### src/rtl/bcd_pkg.sv
// Shared types and constants for the BCD conversion scheduler.
//   state_t        : scheduler FSM states
//   DIGIT_W        : bits per BCD digit
//   ADD3_THRESHOLD : nibble value at or above which double-dabble adds 3
//   ADD3_VALUE     : correction added to such nibbles
package bcd_pkg;

  typedef enum logic [1:0] {
    IDLE,
    CONVERT,
    DONE
  } state_t;

  localparam int unsigned DIGIT_W        = 4;
  localparam int unsigned ADD3_THRESHOLD = 5;
  localparam int unsigned ADD3_VALUE     = 3;

endpackage

### src/rtl/bcd_dabble_engine.sv
// Iterative double-dabble binary-to-BCD datapath, one adjust/shift step per clock.
//   clk, reset   : clock, asynchronous active-high reset
//   i_load       : load i_load_data into the binary register, clear BCD and step count
//   i_step       : perform one adjust+shift step (ignored once all steps are done)
//   i_load_data  : binary value to convert
//   o_digits     : current BCD register, ones digit in bits [3:0]
//   o_last       : the step issued this cycle is the final one
//   o_done       : all DATA_W steps have been performed
module bcd_dabble_engine
  import bcd_pkg::*;
#(
  parameter int unsigned DATA_W     = 32,
  parameter int unsigned NUM_DIGITS = 10
) (
  input  logic                          clk,
  input  logic                          reset,
  input  logic                          i_load,
  input  logic                          i_step,
  input  logic [DATA_W-1:0]             i_load_data,
  output logic [NUM_DIGITS*DIGIT_W-1:0] o_digits,
  output logic                          o_last,
  output logic                          o_done
);

  localparam int unsigned CNT_W = $clog2(DATA_W + 1);
  localparam int unsigned BCD_W = NUM_DIGITS * DIGIT_W;

  logic [DATA_W-1:0] r_bin;
  logic [BCD_W-1:0]  r_bcd;
  logic [CNT_W-1:0]  r_cnt;

  logic [BCD_W-1:0]  w_adj;
  logic [BCD_W-1:0]  w_bcd_nxt;
  logic [DATA_W-1:0] w_bin_nxt;

  // Add-3 correction on every nibble, then shift the whole {bcd, bin} vector left by one.
  always_comb begin
    w_adj = r_bcd;
    for (int d = 0; d < NUM_DIGITS; d++) begin
      if (r_bcd[d*DIGIT_W +: DIGIT_W] >= DIGIT_W'(ADD3_THRESHOLD)) begin
        w_adj[d*DIGIT_W +: DIGIT_W] = r_bcd[d*DIGIT_W +: DIGIT_W] + DIGIT_W'(ADD3_VALUE);
      end
    end
    {w_bcd_nxt, w_bin_nxt} = {w_adj, r_bin} << 1;
  end

  always_ff @(posedge clk or posedge reset) begin
    if (reset) begin
      r_bin <= '0;
      r_bcd <= '0;
      r_cnt <= '0;
    end else if (i_load) begin
      r_bin <= i_load_data;
      r_bcd <= '0;
      r_cnt <= '0;
    end else if (i_step && !o_done) begin
      r_bin <= w_bin_nxt;
      r_bcd <= w_bcd_nxt;
      r_cnt <= r_cnt + CNT_W'(1);
    end
  end

  assign o_digits = r_bcd;
  assign o_last   = (r_cnt == CNT_W'(DATA_W - 1));
  assign o_done   = (r_cnt == CNT_W'(DATA_W));

endmodule

### src/rtl/bcd_convert_scheduler.sv
// Round-robin scheduler sharing one double-dabble engine among NUM_REQ requesters.
//   clk, reset  : clock, asynchronous active-high reset
//   req_valid   : per-requester conversion request
//   req_data    : per-requester binary value, requester i at [i*DATA_W +: DATA_W]
//   req_ready   : one-hot grant, combinational in IDLE
//   res_valid   : result available (DONE state)
//   res_ready   : consumer accepts result
//   res_id      : requester that owns the result
//   res_digits  : BCD digits, ones in [3:0]; holds the last accepted result outside DONE
//   busy        : scheduler is converting or holding a result
module bcd_convert_scheduler
  import bcd_pkg::*;
#(
  parameter int unsigned NUM_REQ    = 4,
  parameter int unsigned DATA_W     = 32,
  parameter int unsigned NUM_DIGITS = 10,
  parameter int unsigned ID_W       = 2
) (
  input  logic                          clk,
  input  logic                          reset,
  input  logic [NUM_REQ-1:0]            req_valid,
  input  logic [NUM_REQ*DATA_W-1:0]     req_data,
  output logic [NUM_REQ-1:0]            req_ready,
  output logic                          res_valid,
  input  logic                          res_ready,
  output logic [ID_W-1:0]               res_id,
  output logic [NUM_DIGITS*DIGIT_W-1:0] res_digits,
  output logic                          busy
);

  localparam int unsigned BCD_W = NUM_DIGITS * DIGIT_W;

  state_t            r_state, w_state_nxt;
  logic [ID_W-1:0]   r_ptr;
  logic [ID_W-1:0]   r_id;
  logic [BCD_W-1:0]  r_hold;

  logic              w_found;
  logic [ID_W-1:0]   w_gnt;
  logic [ID_W-1:0]   w_sel;
  int unsigned       w_idx;
  logic              w_load;
  logic              w_step;
  logic [BCD_W-1:0]  w_eng_digits;
  logic              w_eng_last;
  logic              w_eng_done;

  // Scan offsets from farthest to nearest so the requester closest to the pointer wins.
  always_comb begin
    w_found = 1'b0;
    w_gnt   = '0;
    w_idx   = 0;
    w_sel   = '0;
    for (int unsigned k = NUM_REQ; k > 0; k--) begin
      w_idx = (32'(r_ptr) + k - 1) % NUM_REQ;
      w_sel = ID_W'(w_idx);
      if (req_valid[w_sel]) begin
        w_found = 1'b1;
        w_gnt   = w_sel;
      end
    end
  end

  always_comb begin
    w_state_nxt = r_state;
    w_load      = 1'b0;
    w_step      = 1'b0;
    req_ready   = '0;
    unique case (r_state)
      IDLE: begin
        if (w_found) begin
          req_ready[w_gnt] = 1'b1;
          w_load           = 1'b1;
          w_state_nxt      = CONVERT;
        end
      end
      CONVERT: begin
        w_step = 1'b1;
        // Leave on the edge that performs the final step so the result is ready on DONE entry.
        if (w_eng_last) w_state_nxt = DONE;
      end
      DONE: begin
        if (res_ready) w_state_nxt = IDLE;
      end
      default: w_state_nxt = IDLE;
    endcase
  end

  always_ff @(posedge clk or posedge reset) begin
    if (reset) begin
      r_state <= IDLE;
      r_ptr   <= '0;
      r_id    <= '0;
      r_hold  <= '0;
    end else begin
      r_state <= w_state_nxt;
      if (w_load) begin
        r_id  <= w_gnt;
        r_ptr <= ID_W'((32'(w_gnt) + 1) % NUM_REQ);
      end
      if (r_state == DONE && res_ready) r_hold <= w_eng_digits;
    end
  end

  bcd_dabble_engine #(
    .DATA_W     (DATA_W),
    .NUM_DIGITS (NUM_DIGITS)
  ) u_engine (
    .clk         (clk),
    .reset       (reset),
    .i_load      (w_load),
    .i_step      (w_step),
    .i_load_data (req_data[w_gnt*DATA_W +: DATA_W]),
    .o_digits    (w_eng_digits),
    .o_last      (w_eng_last),
    .o_done      (w_eng_done)
  );

  // The engine is idle in DONE, so its register is the stable result there; elsewhere the
  // last accepted result is shown.
  assign res_valid  = (r_state == DONE);
  assign res_id     = r_id;
  assign res_digits = (r_state == DONE && w_eng_done) ? w_eng_digits : r_hold;
  assign busy       = (r_state != IDLE);

endmodule

### config.mk
export PLATFORM = sky130hd
export DESIGN_NAME = bcd_convert_scheduler
export DESIGN_NICKNAME = d
export VERILOG_FILES = /design/src/rtl/bcd_pkg.sv /design/src/rtl/bcd_dabble_engine.sv /design/src/rtl/bcd_convert_scheduler.sv
export SDC_FILE = /design/constraint.sdc
export NUM_CORES = 1
export LEC_CHECK = 0
export BUFFER_PORTS_ARGS = -buffer_cell sky130_fd_sc_hd__buf_2
export CORE_UTILIZATION = 35
export CTS_CLUSTER_DIAMETER = 30
export DETAILED_ROUTE_END_ITERATION = 10
export PLACE_DENSITY = 0.61
export SYNTH_ARGS = -nofsm -noshare
export SYNTH_HDL_FRONTEND = slang
export SYNTH_SLANG_ARGS = --single-unit
### constraint.sdc
create_clock -name clk -period 7.9 [get_ports clk]
set_input_delay 1.185 -clock clk [delete_from_list [all_inputs] [get_ports clk]]
set_output_delay 1.185 -clock clk [all_outputs]
set_load 0.01 [all_outputs]
# [Word-level counts from Yosys, hierarchy flattened]
# Cells that the tools add are included.
[classes] add_sub_neg=20 n_lt_le_gt_ge=16 eq_ne=7 shift=1 n_mux=44 reduce_logical=9
[op_table] operator="variable part select 128 x 8 -> 32 bit" n=1
[op_table] operator="2-to-1 mux 40 bit" n=3
[op_table] operator="2-to-1 mux 32 bit" n=2
[op_table] operator="2-to-1 mux 4 bit" n=11
[op_table] operator=">= comparator 4 x 3 -> 1 bit (second input constant)" n=10
[op_table] operator="adder 4 x 2 -> 4 bit (second input constant)" n=9
[op_table] operator="less-than comparator 2 x 3 -> 1 bit (second input constant)" n=5
[op_table] operator="2-to-1 mux 2 bit" n=7
[op_table] operator="2-to-1 mux 1 bit" n=12
[op_table] operator="2-to-1 mux 6 bit" n=2
[op_table] operator="binary-select mux 1 bit (select 2 bit)" n=4
[op_table] operator="subtractor 2 x 1 -> 2 bit (second input constant)" n=4
[op_table] operator="adder 2 x 1 -> 2 bit (second input constant)" n=3
[op_table] operator="adder 6 x 1 -> 6 bit (second input constant)" n=1
[op_table] operator="equality test 6 x 5 -> 1 bit (second input constant)" n=1
[op_table] operator="equality test 6 bit (second input constant)" n=1
[op_table] operator="one-hot mux 2 bit (3 select lines)" n=1
[op_table] operator="adder 2 bit (second input constant)" n=2
[op_table] operator="logical AND 1 bit" n=4
[op_table] operator="inequality test 2 x 1 -> 1 bit (second input constant)" n=2
[op_table] operator="nonzero test 2 bit" n=2
[op_table] operator="adder 3 x 2 -> 3 bit (second input constant)" n=1
[op_table] operator="2-to-1 mux 3 bit" n=1
[op_table] operator="AND reduction 3 bit" n=1
[op_table] operator="7 further kinds" n=7
[word_totals] register_bits=124 out_inout_bits=48

# [Logic depth before layout (Yosys ltp)]
[depth] ltp_word=14 mapped_depth=9 ltp_nobuf=7

# [By module]
# From an unflattened synthesis, not the netlist that was laid out.
[hier_totals] cells_unflattened=709 hier_area_um2=7633.6
[modules_own_cells] module="bcd_dabble_engine" n_inst=1 cells_each=429 area_each_um2=4305.4 seq_area_each_um2=1951.9
[modules_own_cells] module="bcd_convert_scheduler" n_inst=1 cells_each=280 area_each_um2=3328.2 seq_area_each_um2=1151.1

# [Worst setup path before layout]
# OpenSTA, ideal clock, no wires.
[synth_path] kind="input port to output port" start="input req_valid[3]" end="output req_ready[0]" arrival_time_ns=2.557 required_ns=6.715 slack_ns=4.158 cell_stages=6 n_path_buf=2 path_cell_list="or4_1 and2_1 clkbuf_1 o31ai_2 clkbuf_1 nor2_1"
[synth_between] elab_chain_len=12 elab_cells_between_ends=23
[synth_lines] element="start: declaration" line_no="bcd_convert_scheduler.sv:21" source="input logic [NUM_REQ-1:0] req_valid,"
[synth_lines] element="binary-select mux 1 bit (select 2 bit)" line_no="bcd_convert_scheduler.sv:57" source="if (req_valid[w_sel]) begin"
[synth_lines] element="2-to-1 mux 1 bit (not written as such)" line_no="bcd_convert_scheduler.sv:57"
[synth_lines] element="2-to-1 mux 2 bit (4 in a row)" line_no="bcd_convert_scheduler.sv:57"
[synth_lines] element="less-than comparator 2 x 3 -> 1 bit (not written as such) / >= comparator 2 x 1 -> 1 bit (equally long branches)" line_no="bcd_convert_scheduler.sv:72" source="req_ready[w_gnt] = 1'b1;"
[synth_lines] element="logical AND 1 bit (not written as such)" line_no="bcd_convert_scheduler.sv:72"
[synth_lines] element="2-to-1 mux 1 bit (not written as such)" line_no="bcd_convert_scheduler.sv:72"
[synth_lines] element="demux 1 bit (select 2 bit)" line_no="bcd_convert_scheduler.sv:72"
[synth_lines] element="2-to-1 mux 4 bit *" line_no="bcd_convert_scheduler.sv:71" source="if (w_found) begin"
[synth_lines] element="2-to-1 mux 4 bit *" line_no="bcd_convert_scheduler.sv:69" source="unique case (r_state)"
[synth_lines] element="end: declaration" line_no="bcd_convert_scheduler.sv:23" source="output logic [NUM_REQ-1:0] req_ready,"
# Mark *: on every way between the ends. The rest lies on a longest branch, timed or not. The select of a mux whose other input is x is not followed.

# [Worst setup path in the final report]
# Ends and elaborated chain as after synthesis.

==> flow_summary.ini <==
[outcome]
outcome = completed

[pwr]
power_switching_w = 0.00110
switching_share = 0.378
clkPwrFrac = 0.239
p_leak_nw = 4.38
power_frac_seq = 0.358
peakVddDrop_mv = 0.126
power_density_nw_per_um2 = 323
intPower_w = 0.00181
combPwrFrac = 0.402

[clocking]
root_buffer = clkbuf_16
clkLatencyLatePin_ps = 410
cts_hold_buf = 0
cts_resized = 0
cts_tree = done
cts.sinks = 124
numCtsBuffers = 17
clk_pin_slew_ps = 50
cts_buffer_depth = 2
postCtsSetupRepairBufs = 0
htreeDepth = 4

[yosys]
syn_area_um2 = 7370
ys_warn_count = 0
synth-main-ff-cell = dfrtp_1
netlist_instances = 747
synth-seq-area-share = 0.421
synth_edf_count = 0
synth_seq_cells = 124
yosysTopAreaCellShare = 0.421
syn-num-nets = 904
ys_types = 42
synth_area_leaders = dfrtp_1 (42%), mux2i_1 (8.4%), mux2_1 (6.3%)
async_flop_share = 1.00
avgSynthCellArea_um2 = 9.86
yosys.area.top_type = dfrtp_1

[place]
dpl.hpwl_um = 11900
place.gp.congestion = 0.785
port_buffers = 182

[timing]
period_needed_ps = 4350
fin_setup_tns_ps = 0
skew_ps = 7.77
relSlewSlack = 0.300
finalHoldViolations = 0
rsz0062_at_grt = false
drv_slew = 0
worst_slew_pin_slew_ps = 1050
setup_viol = 0
fin_crit_sh = 0.550
clock.fmax_mhz = 230

[setup_path]
arrival_ps = 3160
crit_slowest_cell = or4_1
crit_type = in2out
critPathTopFamily = simple AND/OR/NAND/NOR gates
path_buf_inv = 3
critPathRequiredTime_ps = 6710
cp_common_cell = buf_2
crit_fanout = 49
cp_slowest_stage_delay_ps = 550
cp-end-kind = primary output
path_cells = buf_2, or4_1, and2_2, o31ai_4, buf_4, nor2_1, buf_2
critPathLaunchType = primary input

[die]
die_h_um = 147
die_width_um = 147
num_rows = 52
core_region_area_um2 = 20400
ios = 183
die_area_um2 = 21600
start_util = 0.361

[hold_path]
hold_class = reg2reg

[final_layout]
layout_common_cells = buf_2 (182), dfrtp_1 (124), nand2_1 (104)
n_antenna_cell = 0
post-route-util = 0.439
final_nets = 1066
area_delta_synth_final_pct = 21.8
layout.cells.most_common = buf_2
drive_gt1_frac = 0.290

[drt]
avgViaCountPerCell = 5.02
drc = 0
post_drt_wl_per_cell_um = 14.7
dr.pass1.iters = 4
via_count = 5981
drt_iter0_drc = 208
wl_um = 17500
antenna_left = 0

[global_routing]
grt_max_degree = 79
track_usage = 0.169
antenna_found_initial = 0
grt_pass1_vias = 5848
grt_first_pass_wirelength_um = 29200
grt_overflow = 0

[flow_run]
drv_cap = 0
[cell usage after synthesis, drive strengths merged (2+ instances only)]
library cell	number
a211oi	22
a21boi	7
a21oi	52
and2	7
and2b	2
and3	12
buf	25
clkbuf	23
dfrtp	124
ha	22
inv	27
mux2	80
mux2i	62
nand2	106
nand2b	12
nand3	12
nand4	3
nor2	35
nor3	7
nor3b	4
o21ai	47
o221ai	25
or4	2
xnor2	12
xor2	9
[state kept, by name, summed over array words and instances, names as in the netlist]
register           flops
u_engine.o_digits     40
r_hold                40
u_engine.r_bin        32
res_id                 2
r_ptr                  2
u_engine.r_cnt         6
r_state                2
[final timing paths]
check                              from                    to  slack [ps]  depth (start not counted)
hold reg to reg              r_hold[13]            r_hold[13]         470                          2
min in group asynchronous         reset             res_id[0]         880                          2
hold / removal               r_hold[13]            r_hold[13]         470                          2
setup / recovery           req_valid[3]          req_ready[0]        3550                          7
max in group asynchronous         reset  u_engine.o_digits[9]        5630                          3
setup reg to reg               r_ptr[0]    u_engine.r_bin[31]        5280                          6
[metal layers]
layer / up-vias / GRT usage / part of all wire
li1: 2971 / - / -
met1: 2825 / 0.214 / 0.46
met2: 171 / 0.295 / 0.49
met3: 14 / 0.0301 / 0.038
met4: 0 / 0.0490 / 0.010
met5: - / 0 / 0
[logic make-up (layout without fill, tap and decap cells)]
family / Yosys count / count (layout) / share of synthesized area
fa+ha+maj: 22 / 22 / 0.0374
compound gates: 160 / 160 / 0.137
mux: 142 / 142 / 0.206
xor+xnor: 21 / 21 / 0.0250
flops: 124 / 124 / 0.421
buf+inv: 75 / 249 / 0.0498
simple gates: 203 / 203 / 0.123
[worst register-to-register path, stage by stage (launching register included)]
cell      delay [ps]
dfrtp_1          380
nand2b_1         140
a21o_1           340
and2_4           390
buf_4            650
mux2i_1          470
a211oi_1         120
[per-stage QoR]
stage | hold WS (ps) | total power (W) | area [um2] | setup slack, ps | cells
after detailed placement | 463 | 0.00222 | 8450 | 3540 | 1160
after CTS | 475 | 0.00294 | 8980 | 3540 | 1191
after floorplan | 443 | 0.00197 | 7370 | 3420 | 747
after global placement | 454 | 0.00220 | 8450 | 3570 | 1160
after global routing | 503 | 0.00316 | 8980 | 3410 | 1191
final | 469 | 0.00290 | 8980 | 3550 | 1191
[layout make-up]
| class | instances | area (um2) |
|---|---|---|
| clock inverters | 7 | 41.3 |
| fillers | 2041 | 11500 |
| repair buffers | 191 | 978 |
| clock buffers | 24 | 482 |
| inverters | 27 | 104 |
| well taps | 270 | 338 |
| flip-flops and latches | 124 | 3100 |
| multi-input cells | 548 | 3930 |
[power by group through the flow]
stage | Sequential (W) | Clock (W) | Combinational [W]
after floorplan | 0.000978 | 0 | 0.000988
after CTS | 0.00104 | 0.000713 | 0.00119
after global routing | 0.00108 | 0.000740 | 0.00135
after global placement | 0.00104 | 0 | 0.00116
after detailed placement | 0.00105 | 0 | 0.00118
final | 0.00104 | 0.000694 | 0.00117
(Power assumes the default switching activity.)
